## config.mk

```make
export PLATFORM = sky130hd
export DESIGN_NAME = trunc_unit_scheduler
export DESIGN_NICKNAME = d
export VERILOG_FILES = /design/src/rtl/trunc_unit_scheduler.sv
export SDC_FILE = /design/constraint.sdc
export NUM_CORES = 1
export LEC_CHECK = 0
export ABC_AREA = 1
export BUFFER_PORTS_ARGS = -buffer_cell sky130_fd_sc_hd__buf_4
export CAP_MARGIN = 10
export CORE_MARGIN = 3
export CORE_UTILIZATION = 25
export DETAILED_ROUTE_END_ITERATION = 10
export SLEW_MARGIN = 15
export SYNTH_ARGS = -nofsm -noshare
export SYNTH_HDL_FRONTEND = slang
export SYNTH_SLANG_ARGS = --single-unit
export TNS_END_PERCENT = 100
```

## constraint.sdc

```tcl
create_clock -name Clk -period 1.25 [get_ports Clk]
set_input_delay 0 -clock Clk [delete_from_list [all_inputs] [get_ports Clk]]
set_output_delay 0 -clock Clk [all_outputs]
set_load 0.05 [all_outputs]
```

## src/rtl/trunc_unit_scheduler.sv

```systemverilog
// Purpose: shares one combinational 32-bit truncation unit between requesters A and B.
// Latency: result is registered at the edge ending the single ISSUE cycle after acceptance.
// Backpressure: R_Ready low holds the result and blocks new grants; requesters hold Valid until Ready.
//
// Ports:
//   Clk, Rst              clock (rising edge) and synchronous active-high reset
//   A_* / B_*             requester ports: Valid/Ready handshake, In1 data, In2 control word, Tag
//   Tr_In1/Tr_In2/Tr_En.. drive the shared truncation unit; Tr_Out is its combinational result
//   R_Valid/R_Ready       result handshake; R_Data/R_Src/R_Tag describe the result
//   Busy                  high whenever an operation is in flight
//
// Build option: define TRUNC_SCHED_FIXED_PRIO_EN for fixed priority (A always wins a
// conflict). Left undefined, conflicts are resolved round-robin.
module trunc_unit_scheduler #(
  parameter int W     = 32,
  parameter int TAG_W = 4
) (
  input  logic             Clk,
  input  logic             Rst,
  input  logic             A_Valid,
  output logic             A_Ready,
  input  logic [W-1:0]     A_In1,
  input  logic [W-1:0]     A_In2,
  input  logic [TAG_W-1:0] A_Tag,
  input  logic             B_Valid,
  output logic             B_Ready,
  input  logic [W-1:0]     B_In1,
  input  logic [W-1:0]     B_In2,
  input  logic [TAG_W-1:0] B_Tag,
  output logic [W-1:0]     Tr_In1,
  output logic [W-1:0]     Tr_In2,
  output logic             Tr_Enable,
  input  logic [W-1:0]     Tr_Out,
  output logic             R_Valid,
  input  logic             R_Ready,
  output logic [W-1:0]     R_Data,
  output logic             R_Src,
  output logic [TAG_W-1:0] R_Tag,
  output logic             Busy
);

  typedef enum logic [1:0] {IDLE, ISSUE, HOLD} state_t;

  state_t             state;
  logic [W-1:0]       op_in1;
  logic [W-1:0]       op_in2;
  logic [TAG_W-1:0]   op_tag;
  logic               op_src;
  logic               tr_en_q;
  logic               busy_q;
  logic               r_valid_q;
  logic [W-1:0]       r_data_q;
  logic               r_src_q;
  logic [TAG_W-1:0]   r_tag_q;
  logic               idle;
  logic               grant_a;
  logic               grant_b;
`ifndef TRUNC_SCHED_FIXED_PRIO_EN
  // Source of the most recent grant: 1 = B, so A wins the first conflict after reset.
  logic               rr_last;
`endif

  // Ready is combinational in IDLE; masking with Rst keeps it low during a reset cycle.
  always_comb begin
    idle    = (state == IDLE) && !Rst;
`ifdef TRUNC_SCHED_FIXED_PRIO_EN
    grant_a = idle && A_Valid;
`else
    grant_a = idle && A_Valid && (!B_Valid || rr_last);
`endif
    grant_b = idle && B_Valid && !grant_a;
  end

  assign A_Ready   = grant_a;
  assign B_Ready   = grant_b;
  assign Tr_In1    = op_in1;
  assign Tr_In2    = op_in2;
  assign Tr_Enable = tr_en_q;
  assign R_Valid   = r_valid_q;
  assign R_Data    = r_data_q;
  assign R_Src     = r_src_q;
  assign R_Tag     = r_tag_q;
  assign Busy      = busy_q;

  always_ff @(posedge Clk) begin
    if (Rst) begin
      state     <= IDLE;
      op_in1    <= '0;
      op_in2    <= '0;
      op_tag    <= '0;
      op_src    <= 1'b0;
      tr_en_q   <= 1'b0;
      busy_q    <= 1'b0;
      r_valid_q <= 1'b0;
      r_data_q  <= '0;
      r_src_q   <= 1'b0;
      r_tag_q   <= '0;
`ifndef TRUNC_SCHED_FIXED_PRIO_EN
      rr_last   <= 1'b1;
`endif
    end else begin
      case (state)
        IDLE: begin
          if (grant_a || grant_b) begin
            op_in1  <= grant_b ? B_In1 : A_In1;
            op_in2  <= grant_b ? B_In2 : A_In2;
            op_tag  <= grant_b ? B_Tag : A_Tag;
            op_src  <= grant_b;
`ifndef TRUNC_SCHED_FIXED_PRIO_EN
            rr_last <= grant_b;
`endif
            // Enable and Busy are registered so they line up exactly with ISSUE.
            tr_en_q <= 1'b1;
            busy_q  <= 1'b1;
            state   <= ISSUE;
          end
        end
        ISSUE: begin
          // The unit is combinational: its output is valid during this cycle.
          r_data_q  <= Tr_Out;
          r_src_q   <= op_src;
          r_tag_q   <= op_tag;
          r_valid_q <= 1'b1;
          tr_en_q   <= 1'b0;
          state     <= HOLD;
        end
        HOLD: begin
          // No accept on the handshake cycle; the next grant is evaluated in IDLE.
          if (R_Ready) begin
            r_valid_q <= 1'b0;
            busy_q    <= 1'b0;
            state     <= IDLE;
          end
        end
        default: begin
          tr_en_q   <= 1'b0;
          busy_q    <= 1'b0;
          r_valid_q <= 1'b0;
          state     <= IDLE;
        end
      endcase
    end
  end

endmodule

```

# Yosys cells after proc, flatten, opt, wreduce, memory -nomap -nowiden

Cells that the tools add are included.

Output and inout port bits: 106
Input port bits: 173
Word-level logic and storage cells: 46
Register bits: 112

Equality and inequality tests: 4
Bitwise operators: 3
Multiplexer cells: 11
Reduce and logical (&&, ||, !) cells: 16

Operators with widths:

| cell               | number |
|---|---|
| $mux 32            | 2 |
| $reduce_and 2->1   | 4 |
| $pmux 1 s3         | 2 |
| $pmux 2 s3         | 1 |
| $logic_and 1x1->1  | 5 |
| $mux 2             | 2 |
| $mux 4             | 1 |
| $logic_not 1->1    | 3 |
| $not 1->1          | 3 |
| $reduce_and 3->1   | 1 |
| $eq 2x1->1 const B | 1 |
| $eq 2x2->1 const B | 1 |
| $logic_not 2->1    | 1 |
| $logic_or 1x1->1   | 2 |
| $mux 1             | 2 |
| $ne 2x1->1 const B | 1 |
| $ne 2x2->1 const B | 1 |
| $pmux 1 s2         | 1 |

# Logic depth before layout (Yosys ltp)

Gate-level depths: netlist of the first run.

Word-level depth: 9
Depth in mapped cells: 10
Depth with buffers taken out: 9

# Least setup slack after synthesis of the first run

OpenSTA, ideal clock, no wires.

Kind: register to register
From: register state[0]
To: register tr_en_q, in the netlist Tr_Enable
Buffers on the path: 1
Clock period less this slack: 1.428 ns
Data arrival time: 1.372 ns
Cell stages (with the launch flop): 11
Library setup time: 0.056 ns
Data required time: 1.194 ns
Slack: -0.178 ns
Path through: dfxtp_1 -> inv_2 -> nand2_1 -> nor2_2 -> nand2_2 -> buf_2 -> inv_1 -> nor2_1 -> nand2_1 -> nand2_1 -> inv_1

Longest elaborated chain between the ends: 9
Elaborated cells between the ends (all ways): 13
Classes of those cells: eq/ne (2); mux (1); bitwise (1); reduce/logical (9)

Ends and longest elaborated chain:

| element                            | RTL line | text |
|---|---|---|
| start, declared                    | 44       | `state_t state;` |
| start signal, assigned             | 87       | `state <= IDLE;` |
| start signal, assigned             | 115      | `state <= ISSUE;` |
| start signal, assigned             | 125      | `state <= HOLD;` |
| $logic_not 2->1 (*)                | 65       | `idle = (state == IDLE) && !Rst;` |
| $logic_and 1x1->1 (*)              | 65       |  |
| $logic_and 1x1->1 (*) (2 in a row) | 69       | `grant_a = idle && A_Valid && (!B_Valid \|\| rr_last);` |
| via A_Ready                        | 21       | `output logic A_Ready,` |
| $logic_not 1->1                    | 71       | `grant_b = idle && B_Valid && !grant_a;` |
| $logic_and 1x1->1                  | 71       |  |
| $logic_or 1x1->1 (*)               | 104      | `if (grant_a \|\| grant_b) begin` |
| $ne 2x1->1 (no line) (*)           | -        |  |
| $reduce_and 2->1 (no line) (*)     | -        |  |
| end signal, assigned               | 92       | `tr_en_q <= 1'b0;` |
| end signal, assigned               | 113      | `tr_en_q <= 1'b1;` |
| end signal, assigned               | 124      | `tr_en_q <= 1'b0;` |
| end, declared                      | 49       | `logic tr_en_q;` |

The timed path passes the listed nets; every way through them passes the cells marked *.
A chain may end at the register's enable or synchronous reset.

# Worst setup path after layout of the first run

From: register state[1]
To: register r_data_q[28], in the netlist R_Data[28]

Longest elaborated chain between the ends: 1

Ends and longest elaborated chain:

| element              | RTL line | text |
|---|---|---|
| $eq 2x1->1           | 102      | `case (state)` |
| end signal, assigned | 120      | `r_data_q <= Tr_Out;` |
| end, declared        | 52       | `logic [W-1:0] r_data_q;` |

Every way passes these cells.

==> run summary, run 1 <==
- finished, violations left — status
- setup timing — violations in the final reports
- 4.534 — routed via count divided by cell count
- 12760 um — Routed met2 length
- B_In2[7] — hold wc startpoint
- 151.3 um — die height
- R_Data[28] — r2r endpoint
- 112 — flop and latch count out of synthesis
- 1531 — Post-Layout Cell Count
- 278 — count of port buffers added during placement
- 2 — buffers from clock root to sink, at most
- -0.2263 ns — final critical-path setup slack
- 1211 nW/um^2 — Power Dens Cells
- 7 — critical path peak fanout
- Tr_In2[7] — worst hold path endpoint
- 280 x sky130_fd_sc_hd__buf_4, 189 x sky130_fd_sc_hd__nand2_1, 166 x sky130_fd_sc_hd__dlygate4sd3_1 — highest-count cells in the layout ignoring fill and taps
- 16.23 um — average routed wire per standard cell
- 0 — total overflow reported by the global router
- 0 — post-route antenna net violation count
- 22 — Synth cell types
- 0.005343 W — net switching component of the power
- 8 — depth of the worst register-to-register path
- 1496 um — met3 routed wirelength
- 1.476 ns — post-route minimum period
- 279 — top-level port count
- 0.008374 W — internal power contribution
- 0.08 ns — clock edge transition at the registers on the reported setup and hold paths
- flip-flop — critical path launch point type
- 7737 um^2 — placed instance area
- 0.006606 ns — worst-case clock skew
- flip-flop to flip-flop — Worst Setup Path Type
- 6941 — Via Count
- 65 — maximum number of pins on one net before global-route repair
- 11330 um^2 — final design instance area without fill
- 0.7267 — GPL Wtd Cong
- 1428 — number of nets in the final layout
- met4 — DR top layer
- 1.73 ns — signal arrival time at the worst endpoint
- true — RSZ-0062 raised after global routing
- 1.50 ns — required time of the critical path
- 112 — clock net sink count
- 9 — number of CTS-inserted buffers
- 22900 um^2 — die area
- state[1] — origin of the critical flop-to-flop path
- 5280 um^2 — Mapped Area
- 110 — final count of negative-setup-slack endpoints
- 52 — standard-cell rows
- 0 — DRC
- 118.1% — final worst-path cycle share
- input pin to flip-flop — worst min path class
- 9678 um — met1 WL
- 38.25% — share of post-route cells with drive strength above 1
- 5 — length of the first detailed-routing pass in iterations
- 31.5% — portion of total power attributed to sequential cells
- 151.3 um — horizontal die dimension
- sky130_fd_sc_hd__clkbuf_16 — CTS root buf
- 1302 — placed instance count
- -0.23 ns — minimum setup slack among reg-to-reg paths
- 38.95% — share of total power consumed by net switching
- 0.4044 ns — measured slew at the worst slew-check pin
- 275 — First DRT Iteration DRCs
- 788 — post-synthesis instance total
- 114.5% — area growth from synthesis to final layout
- 0 — number of hold violations in the final report
- 25.76% — initial cell density of the core
- 72.75% — relative slew slack
- -17.44 ns — setup total negative slack
- 961 — synthesized net count
- 0.35 ns — source-to-sink clock delay at the later pin of the worst-skew pair
- 5 — hold path depth
- 5.877 nW — reported leakage power
- 0.01755 ns — Worst Hold Margin
- flip-flop — endpoint class of the critical path
- 22.3% — Clk network pwr share
- 677.4 MHz — Max Freq
- sky130_fd_sc_hd__buf_4 — leading cell type in the layout, fill and taps excluded
- 0 — Synthesis Warnings
- 20490 um^2 — standard cell core area
- 42.46% — share of the yosys chip area belonging to registers
- 12310 um — dpl hpwl
- 0 — Max Cap Viol
- 6922 — number of global-route vias before repair
- done — clock tree from TritonCTS
- 0.0006138 V — peak ir drop on the vdd network
- 46.2% — Comb power frac
- 3 — number of levels in the clock H-tree
- 35140 um — wire length of the first global-routing pass
- 0 — number of max-slew violations in the final report
- 24860 um — post-detailed-routing wire length
- 1 — number of antenna violations at the first check in global routing
- 19.50% — global-route total usage across every layer
- 6.701 um^2 — synthesized area per cell
==> final cells by class <==
class	instances	area (um^2)
fillers	1696	9169
diodes	1	2.502
repair buffers	512	5141
flip-flops and latches	112	2246
clock buffers	10	229.0
well taps	270	337.8
clock inverters	6	75.07
multi-input cells	542	2975
inverters	78	319.1
==> flip-flops by register name (all words and copies together), names as in the netlist <==
register	flops
Tr_Enable	1
Tr_In1	32
Tr_In2	32
op_tag	4
Busy	1
R_Valid	1
rr_last	1
state	2
R_Src	1
op_src	1
R_Tag	4
R_Data	32
==> metal layers <==
metal	GRT usage, %	up-vias
met4	10.20	0
met2	34.65	302
met5	0	-
met1	21.58	3183
li1	-	3387
met3	4.399	69
==> power by group through the flow <==
stage / combinational (W) / clock [W] / sequential [W]
2_1_floorplan: 0.00142 / 0 / 0.00594
3_3_place_gp: 0.00463 / 0 / 0.00436
3_5_place_dp: 0.00463 / 0 / 0.00437
4_1_cts: 0.00576 / 0.00318 / 0.00429
5_1_grt: 0.00671 / 0.00328 / 0.00438
6_report: 0.00634 / 0.00306 / 0.00432
==> per-stage QoR <==
step	total power [W]	utilization [%]	setup slack [ns]
finish	0.01372	55.26	-0.2263
global route	0.01437	55.26	-0.2988
CTS	0.01323	52.14	-0.1851
detailed placement	0.009006	37.75	-0.1102
global placement	0.008986	37.75	-0.09073
floorplan	0.007365	-	-0.1029
==> worst max-delay path: stages, from the launching register on <==
cell and delay (ns):
sky130_fd_sc_hd__dfxtp_2 0.34, sky130_fd_sc_hd__buf_6 0.12, sky130_fd_sc_hd__buf_6 0.10, sky130_fd_sc_hd__buf_6 0.11, sky130_fd_sc_hd__nor2_4 0.18, sky130_fd_sc_hd__clkinv_4 0.15
sky130_fd_sc_hd__clkbuf_16 0.21, sky130_fd_sc_hd__nor2_4 0.11, sky130_fd_sc_hd__nor2_1 0.04
==> kinds of logic (layout without fill, tap and decap cells) <==
logic type,count (synthesis),after routing,share of synthesized area [%]
AO/OA/AOI/OAI,110,110,10.57
buffers and inverters,134,606,11.11
flip-flops,112,112,42.46
other,0,1,0
AND/OR/NAND/NOR,432,432,35.85
==> worst max path at each step <==
stage	startpoint	to	slack, ns	depth (start not counted)
floorplan	state[0]	Tr_Enable	-0.10	10
global route	state[0]	Tr_In1[6]	-0.30	11
detailed placement	state[0]	Tr_In2[7]	-0.11	9
finish	state[1]	R_Data[28]	-0.23	8
CTS	state[0]	B_Ready	-0.19	7
global placement	state[0]	Tr_In1[9]	-0.09	9
==> repair_timing <==
item,in CTS,in global routing
endpoints found under the setup margin,70,111
pin swaps,23,54
gates resized for setup,118,167
endpoints found under the hold margin,101,0
hold buffers,166,0
gates cloned,22,7
buffers inserted,15,4
==> Yosys cell counts, drive strengths merged <==
cell type / n / share of area (%)
o21ai: 108 / 10
a21boi: 1 / 0.14
inv: 76 / 5.4
and3: 1 / 0.12
buf: 27 / 3.5
nand3: 3 / 0.38
o211a: 1 / 0.19
clkinv: 2 / 0.14
clkbuf: 29 / 2.1
nand2: 213 / 15
nand3b: 68 / 9.7
dfxtp: 112 / 42
nor2: 147 / 10
Power figures use the tool's default switching activity.
==> inputs of run 2 (changes only) <==
--- a/config.mk
+++ b/config.mk
@@ -11,6 +11,7 @@
 export CORE_MARGIN = 3
 export CORE_UTILIZATION = 25
 export DETAILED_ROUTE_END_ITERATION = 10
+export MAX_ROUTING_LAYER = met4
 export SLEW_MARGIN = 15
 export SYNTH_ARGS = -nofsm -noshare
 export SYNTH_HDL_FRONTEND = slang
==> run 2 against run 1 <==
Against the previous run: the run still ends with setup timing left; sequential share of layout area is essentially flat; register-to-register slack is essentially flat; non-clock buffer count is the same; utilization is essentially flat; global-route usage grew 0.55 points; critical endpoint unchanged; highest routed layer unchanged; largest power group unchanged; critical path depth is the same.
==> run summary, run 2 (synthesized netlist as in run 1, its figures left out) <==
- 0.36 ns — source-to-sink clock delay at the later pin of the worst-skew pair, was 0.35 ns
- 110 — final count of negative-setup-slack endpoints, unchanged
- 1.50 ns — required time of the critical path, about the same
- flip-flop — critical path launch point type, unchanged
- 0.01372 W — Power, Total, about the same
- B_In2[7] — hold wc startpoint, unchanged
- 0 — Max Cap Viol, unchanged
- true — RSZ-0062 raised after global routing, unchanged
- state[1] — origin of the critical flop-to-flop path, unchanged
- 20490 um^2 — standard cell core area, unchanged
- setup timing — violations in the final reports, unchanged
- 2 — buffers from clock root to sink, at most, unchanged
- 280 x sky130_fd_sc_hd__buf_4, 188 x sky130_fd_sc_hd__nand2_1, 166 x sky130_fd_sc_hd__dlygate4sd3_1 — highest-count cells in the layout ignoring fill and taps, was 280 x sky130_fd_sc_hd__buf_4, 189 x sky130_fd_sc_hd__nand2_1, 166 x sky130_fd_sc_hd__dlygate4sd3_1
- 5.877 nW — reported leakage power, about the same
- 118.0% — final worst-path cycle share, was 118.1%
- 38.33% — share of post-route cells with drive strength above 1, was 38.25%
- sky130_fd_sc_hd__buf_6 — Worst path most repeated cell, unchanged
- 278 — count of port buffers added during placement, unchanged
- 0.01260 ns — Worst Hold Margin, was 0.01755 ns
- 7 — critical path peak fanout, unchanged
- 55.27% — final core utilization, was 55.26%
- 9 — number of CTS-inserted buffers, unchanged
- 1700 — number of fill cells in the layout, was 1696
- 0 — DRC, unchanged
- 0 — post-route antenna net violation count, unchanged
- sky130_fd_sc_hd__clkbuf_16 — CTS root buf, unchanged
- 1 — number of antenna violations at the first check in global routing, unchanged
- 6926 — number of global-route vias before repair, was 6922
- sky130_fd_sc_hd__dfxtp_2 — worst-path cell with the longest stage delay, unchanged
- 22900 um^2 — die area, unchanged
- 0 — total overflow reported by the global router, unchanged
- 3 — number of levels in the clock H-tree, unchanged
- done — clock tree from TritonCTS, unchanged
- Tr_In2[7] — worst hold path endpoint, unchanged
- 293 — First DRT Iteration DRCs, was 275
- 677.7 MHz — Max Freq, was 677.4 MHz
- flip-flop to flip-flop — Worst Setup Path Type, unchanged
- sky130_fd_sc_hd__buf_4 — leading cell type in the layout, fill and taps excluded, unchanged
- 8 — Critical Path Stages, unchanged
- 35100 um — wire length of the first global-routing pass, was 35140 um
- 1.73 ns — signal arrival time at the worst endpoint, about the same
- 5 — worst path buffer plus inverter count, unchanged
- 72.78% — relative slew slack, was 72.75%
- 6963 — Via Count, was 6941
- 112 — clock net sink count, unchanged
- 20.04% — global-route total usage across every layer, was 19.50%
- 0.0006180 V — peak ir drop on the vdd network, was 0.0006138 V
- -0.2255 ns — final critical-path setup slack, was -0.2263 ns
- 1.476 ns — post-route minimum period, about the same
- input pin to flip-flop — worst min path class, unchanged
- 151.3 um — die height, unchanged
- -0.23 ns — minimum setup slack among reg-to-reg paths, about the same
- state[1] — Worst Setup SP, unchanged
- -0.1102 ns — worst slack at placement, unchanged
- 16.26 um — average routed wire per standard cell, was 16.23 um
- 0.4041 ns — measured slew at the worst slew-check pin, was 0.4044 ns
- 0.009824 ns — worst-case clock skew, was 0.006606 ns
- 4 — length of the first detailed-routing pass in iterations, was 5
- 1211 nW/um^2 — Power Dens Cells, about the same
- flip-flop — endpoint class of the critical path, unchanged
- 25.76% — initial cell density of the core, unchanged
- 4.548 — routed via count divided by cell count, was 4.534
- 0.7354 — GPL Wtd Cong, was 0.7267
- 0.08 ns — clock edge transition at the registers on the reported setup and hold paths, about the same
- 12310 um — dpl hpwl, unchanged
- 114.6% — area growth from synthesis to final layout, was 114.5%
- 0.34 ns — Largest stage delay, worst path, about the same
- 0 — number of max-slew violations in the final report, unchanged
- 0 — number of hold violations in the final report, unchanged
- -17.29 ns — setup total negative slack, was -17.44 ns
- 1428 — number of nets in the final layout, unchanged
- 279 — top-level port count, unchanged
- buf_6 > buf_6 > buf_6 > nor2_4 > clkinv_4 > clkbuf_16 > nor2_4 > nor2_1 — cells traversed along the worst timing path, unchanged
- finished, violations left — status, unchanged
- 24890 um — post-detailed-routing wire length, was 24860 um
- 5 — hold path depth, unchanged
- 65 — maximum number of pins on one net before global-route repair, unchanged
- R_Data[28] — r2r endpoint, unchanged
- 8 — depth of the worst register-to-register path, unchanged
- 52 — standard-cell rows, unchanged
- 151.3 um — horizontal die dimension, unchanged
- buffers and inverters — CP top delay family, unchanged
[run 2: cell count changes in the layout (fill, tap and decap cells not counted)]
cell / previous run / this run
sky130_fd_sc_hd__nand2_2: 23 / 24
sky130_fd_sc_hd__nand2_1: 189 / 188
[run 2: repair_timing]
item,in CTS,in global routing
gates cloned,22,7
hold buffers,166,0
endpoints found under the setup margin,70,111
hold endpoints to repair,101,0
buffers inserted,15,4
pin swaps,23,54
gates resized for setup,118,168
[run 2: stage by stage]
step | area, um^2 | instances
floorplan | 5305 | 788
detailed placement | 7737 | 1302
global placement | 7737 | 1302
global route | 11330 | 1531
CTS | 10690 | 1520
finish | 11330 | 1531
[run 2: metal layers]
| layer | wire, um | track usage, % |
|---|---|---|
| met1 | 9755 | 21.90 |
| met2 | 12830 | 34.79 |
| met3 | 1429 | 3.800 |
| met4 | 871 | 10.02 |
| met5 | 0 | - |
[run 2: layout make-up]
type                            instances  area, um^2  share of cell area [%]
Clock inverter                          6       75.07                  0.6627
Antenna cell                            1       2.502                 0.02209
Sequential cell                       112        2246                   19.83
Clock buffer                           10       229.0                   2.021
Inverter                               78       319.1                   2.816
Tap cell                              270       337.8                   2.982
Timing Repair Buffer                  512        5141                   45.38
Multi-Input combinational cell        542        2978                   26.29
[run 2: worst max path at each step]
stage,to,slack (ns)
after detailed placement,Tr_In2[7],-0.11
after CTS,B_Ready,-0.19
after global routing,Tr_In1[6],-0.30
after global placement,Tr_In1[9],-0.09
final,R_Data[28],-0.23
after floorplan,Tr_Enable,-0.10
[run 2: where the power goes]
group | switching [W] | internal [W]
clock | 0.00146 | 0.00159
sequential | 0.000255 | 0.00407
combinational | 0.00363 | 0.00272
total | 0.00535 | 0.00837
[run 2: tightest hold or removal path: stages]
cell and delay [ns]:
sky130_fd_sc_hd__buf_4 0.08, sky130_fd_sc_hd__o21ai_2 0.05, sky130_fd_sc_hd__nand2_1 0.08, sky130_fd_sc_hd__inv_1 0.04, sky130_fd_sc_hd__nor2_1 0.07
==> inputs of run 3 (changes only) <==
--- a/config.mk
+++ b/config.mk
@@ -12,6 +12,7 @@
 export CORE_UTILIZATION = 25
 export DETAILED_ROUTE_END_ITERATION = 10
 export MAX_ROUTING_LAYER = met4
+export REMOVE_ABC_BUFFERS = 1
 export SLEW_MARGIN = 15
 export SYNTH_ARGS = -nofsm -noshare
 export SYNTH_HDL_FRONTEND = slang
==> constraint.sdc (replaced) <==
create_clock -name Clk -period 1.25 [get_ports Clk]
set_input_delay 0.125 -clock Clk [delete_from_list [all_inputs] [get_ports Clk]]
set_output_delay 0.125 -clock Clk [all_outputs]
set_load 0.05 [all_outputs]
==> run 3 against run 2 <==
Against the previous run: the flow still finishes with violations (setup timing); setup slack worse by 0.017 ns; combinational power is 8.2% lower; maximum frequency is 1.2% lower; die area stayed put; largest cell class unchanged; routed wire length is 15% lower; highest routed layer unchanged; flip-flop and latch count stayed put; critical endpoint is now A_Ready; via count is 12% lower; cell count is 8.4% lower; clock-buffer cell count is 1 lower; clock skew is 0.0017 ns higher.
==> run summary, run 3 (synthesized netlist as in run 1, its figures left out) <==
- sky130_fd_sc_hd__dfxtp_2 — worst-path cell with the longest stage delay, unchanged
- 0.35 ns — source-to-sink clock delay at the later pin of the worst-skew pair, was 0.36 ns
- 29570 um — wire length of the first global-routing pass, was 35100 um
- buffers and inverters — CP top delay family, unchanged
- 292 x sky130_fd_sc_hd__buf_4, 210 x sky130_fd_sc_hd__nand2_1, 113 x sky130_fd_sc_hd__nor2_1 — highest-count cells in the layout ignoring fill and taps, was 280 x sky130_fd_sc_hd__buf_4, 188 x sky130_fd_sc_hd__nand2_1, 166 x sky130_fd_sc_hd__dlygate4sd3_1
- 4 — worst path buffer plus inverter count, was 5
- 16.85% — global-route total usage across every layer, was 20.04%
- 1.37 ns — signal arrival time at the worst endpoint, was 1.73 ns
- -0.1983 ns — worst slack at placement, was -0.1102 ns
- 5706 — number of global-route vias before repair, was 6926
- flip-flop to output pin — Worst Setup Path Type, was flip-flop to flip-flop
- 0 — number of max-slew violations in the final report, unchanged
- met4 — DR top layer, unchanged
- 25.76% — initial cell density of the core, unchanged
- 0.008088 W — internal power contribution, was 0.008374 W
- 0.34 ns — Largest stage delay, worst path, about the same
- 44.1% — Comb power frac, was 46.3%
- 0.4014 ns — measured slew at the worst slew-check pin, was 0.4041 ns
- 1968 — number of fill cells in the layout, was 1700
- done — clock tree from TritonCTS, unchanged
- 9 — number of CTS-inserted buffers, unchanged
- 0 — diode insertion count for antenna repair, was 1
- 59 — maximum number of pins on one net before global-route repair, was 65
- 1.493 ns — post-route minimum period, was 1.476 ns
- 1.12 ns — required time of the critical path, was 1.50 ns
- 3 — number of levels in the clock H-tree, unchanged
- finished, violations left — status, unchanged
- 4.384 — routed via count divided by cell count, was 4.548
- 20490 um^2 — standard cell core area, unchanged
- 1351 nW/um^2 — Power Dens Cells, was 1211 nW/um^2
- flip-flop — critical path launch point type, unchanged
- 21140 um — post-detailed-routing wire length, was 24890 um
- 2 — buffers from clock root to sink, at most, unchanged
- sky130_fd_sc_hd__buf_12 — Worst path most repeated cell, was sky130_fd_sc_hd__buf_6
- 72.95% — relative slew slack, was 72.78%
- 13290 um — dpl hpwl, was 12310 um
- 0.005144 W — net switching component of the power, was 0.005348 W
- 1300 — number of nets in the final layout, was 1428
- 38.88% — share of total power consumed by net switching, was 38.98%
- state[1] — Worst Setup SP, unchanged
- 32.8% — portion of total power attributed to sequential cells, was 31.5%
- 4 — length of the first detailed-routing pass in iterations, unchanged
- 0 — number of hold violations in the final report, unchanged
- 151.3 um — horizontal die dimension, unchanged
- 47.80% — final core utilization, was 55.27%
- 10280 um — Routed met2 length, was 12830 um
- inv_2 > nand2_2 > nor2_4 > nand2_4 > buf_12 > clkinv_8 > buf_12 — cells traversed along the worst timing path, was buf_6 > buf_6 > buf_6 > nor2_4 > clkinv_4 > clkbuf_16 > nor2_4 > nor2_1
- 0 — DRC, unchanged
- 669.9 MHz — Max Freq, was 677.7 MHz
- state[1] — origin of the critical flop-to-flop path, unchanged
- -0.2429 ns — final critical-path setup slack, was -0.2255 ns
- sky130_fd_sc_hd__clkbuf_16 — CTS root buf, unchanged
- 151.3 um — die height, unchanged
- 278 — count of port buffers added during placement, unchanged
- 0.8174 — GPL Wtd Cong, was 0.7354
- input pin to flip-flop — worst min path class, unchanged
- 248 — First DRT Iteration DRCs, was 293
- 112 — clock net sink count, unchanged
- 0 — number of antenna violations at the first check in global routing, was 1
- 5.316 nW — reported leakage power, was 5.877 nW
- Tr_Out[7] — hold wc startpoint, was B_In2[7]
- 119.4% — final worst-path cycle share, was 118.0%
- 1724 um — met3 routed wirelength, was 1429 um
- 0.01984 ns — Worst Hold Margin, was 0.01260 ns
- setup timing — violations in the final reports, unchanged
- 15.07 um — average routed wire per standard cell, was 16.26 um
- 0 — post-route antenna net violation count, unchanged
- 23.1% — Clk network pwr share, was 22.3%
- 0.08 ns — clock edge transition at the registers on the reported setup and hold paths, about the same
- 52 — standard-cell rows, unchanged
- output pin — endpoint class of the critical path, was flip-flop
- 112 — final count of negative-setup-slack endpoints, was 110
- 85.55% — area growth from synthesis to final layout, was 114.6%
- 4 — critical path peak fanout, was 7
- 0 — Max Cap Viol, unchanged
- 279 — top-level port count, unchanged
- 22900 um^2 — die area, unchanged
- 0.01152 ns — worst-case clock skew, was 0.009824 ns
- 6147 — Via Count, was 6963
- 8852 um — met1 WL, was 9755 um
- sky130_fd_sc_hd__buf_4 — leading cell type in the layout, fill and taps excluded, unchanged
- 0.0005642 V — peak ir drop on the vdd network, was 0.0006180 V
- 42.05% — share of post-route cells with drive strength above 1, was 38.33%
- true — RSZ-0062 raised after global routing, unchanged
- 0 — total overflow reported by the global router, unchanged
-- run 3: area by class of cell --
type | count | area (um^2) | share of cell area, %
timing repair buffer | 383 | 3680 | 37.56
inverter | 78 | 324.1 | 3.308
clock buffer | 9 | 225.2 | 2.299
tap | 270 | 337.8 | 3.448
clock inverter | 7 | 86.33 | 0.8812
timing repair inverter | 1 | 7.507 | 0.07663
sequential | 112 | 2246 | 22.92
multi-input combinational | 542 | 2890 | 29.50
-- run 3: metal layers --
metal / vias to the layer above / global-route usage, %
met5: - / -
met4: 0 / 4.397
met3: 17 / 4.010
met2: 242 / 28.34
met1: 2771 / 20.29
li1: 3117 / -
-- run 3: worst min-delay path, delay by kind of cell --
kind / cells / cell delay, ns
simple gates: 2 / 0.12
buf+inv: 1 / 0.08
-- run 3: stage by stage --
stage / area (um^2) / std cells / setup TNS (ns) / power, W
floorplan: 4986 / 732 / -307.55 / 0.007263
global placement: 7890 / 1321 / -7.956 / 0.009093
detailed placement: 7890 / 1321 / -9.049 / 0.009120
CTS: 9223 / 1393 / -22.54 / 0.01300
global route: 9797 / 1402 / -26.65 / 0.01394
finish: 9797 / 1402 / -17.24 / 0.01323
-- run 3: final timing paths --
kind              cells past startpoint    endpoint  slack, ns
hold / removal                        3   R_Data[7]       0.02
hold reg to reg                       2     rr_last       0.46
setup reg to reg                      9  Tr_In2[16]      -0.23
setup / recovery                      7     A_Ready      -0.24
-- run 3: power groups by stage --
stage	combinational, W	sequential (W)	clock [W]
2_1_floorplan	0.00132	0.00594	0
3_3_place_gp	0.00471	0.00438	0
3_5_place_dp	0.00473	0.00439	0
4_1_cts	0.00549	0.00432	0.00319
5_1_grt	0.00621	0.00440	0.00333
6_report	0.00583	0.00435	0.00305
-- run 3: what timing repair did --
action,in CTS,in global routing
setup endpoints to repair,112,113
hold buffers,28,0
resized for setup,119,155
cloned,11,10
pin swaps,30,61
hold endpoints to repair,28,0
setup buffers,18,5
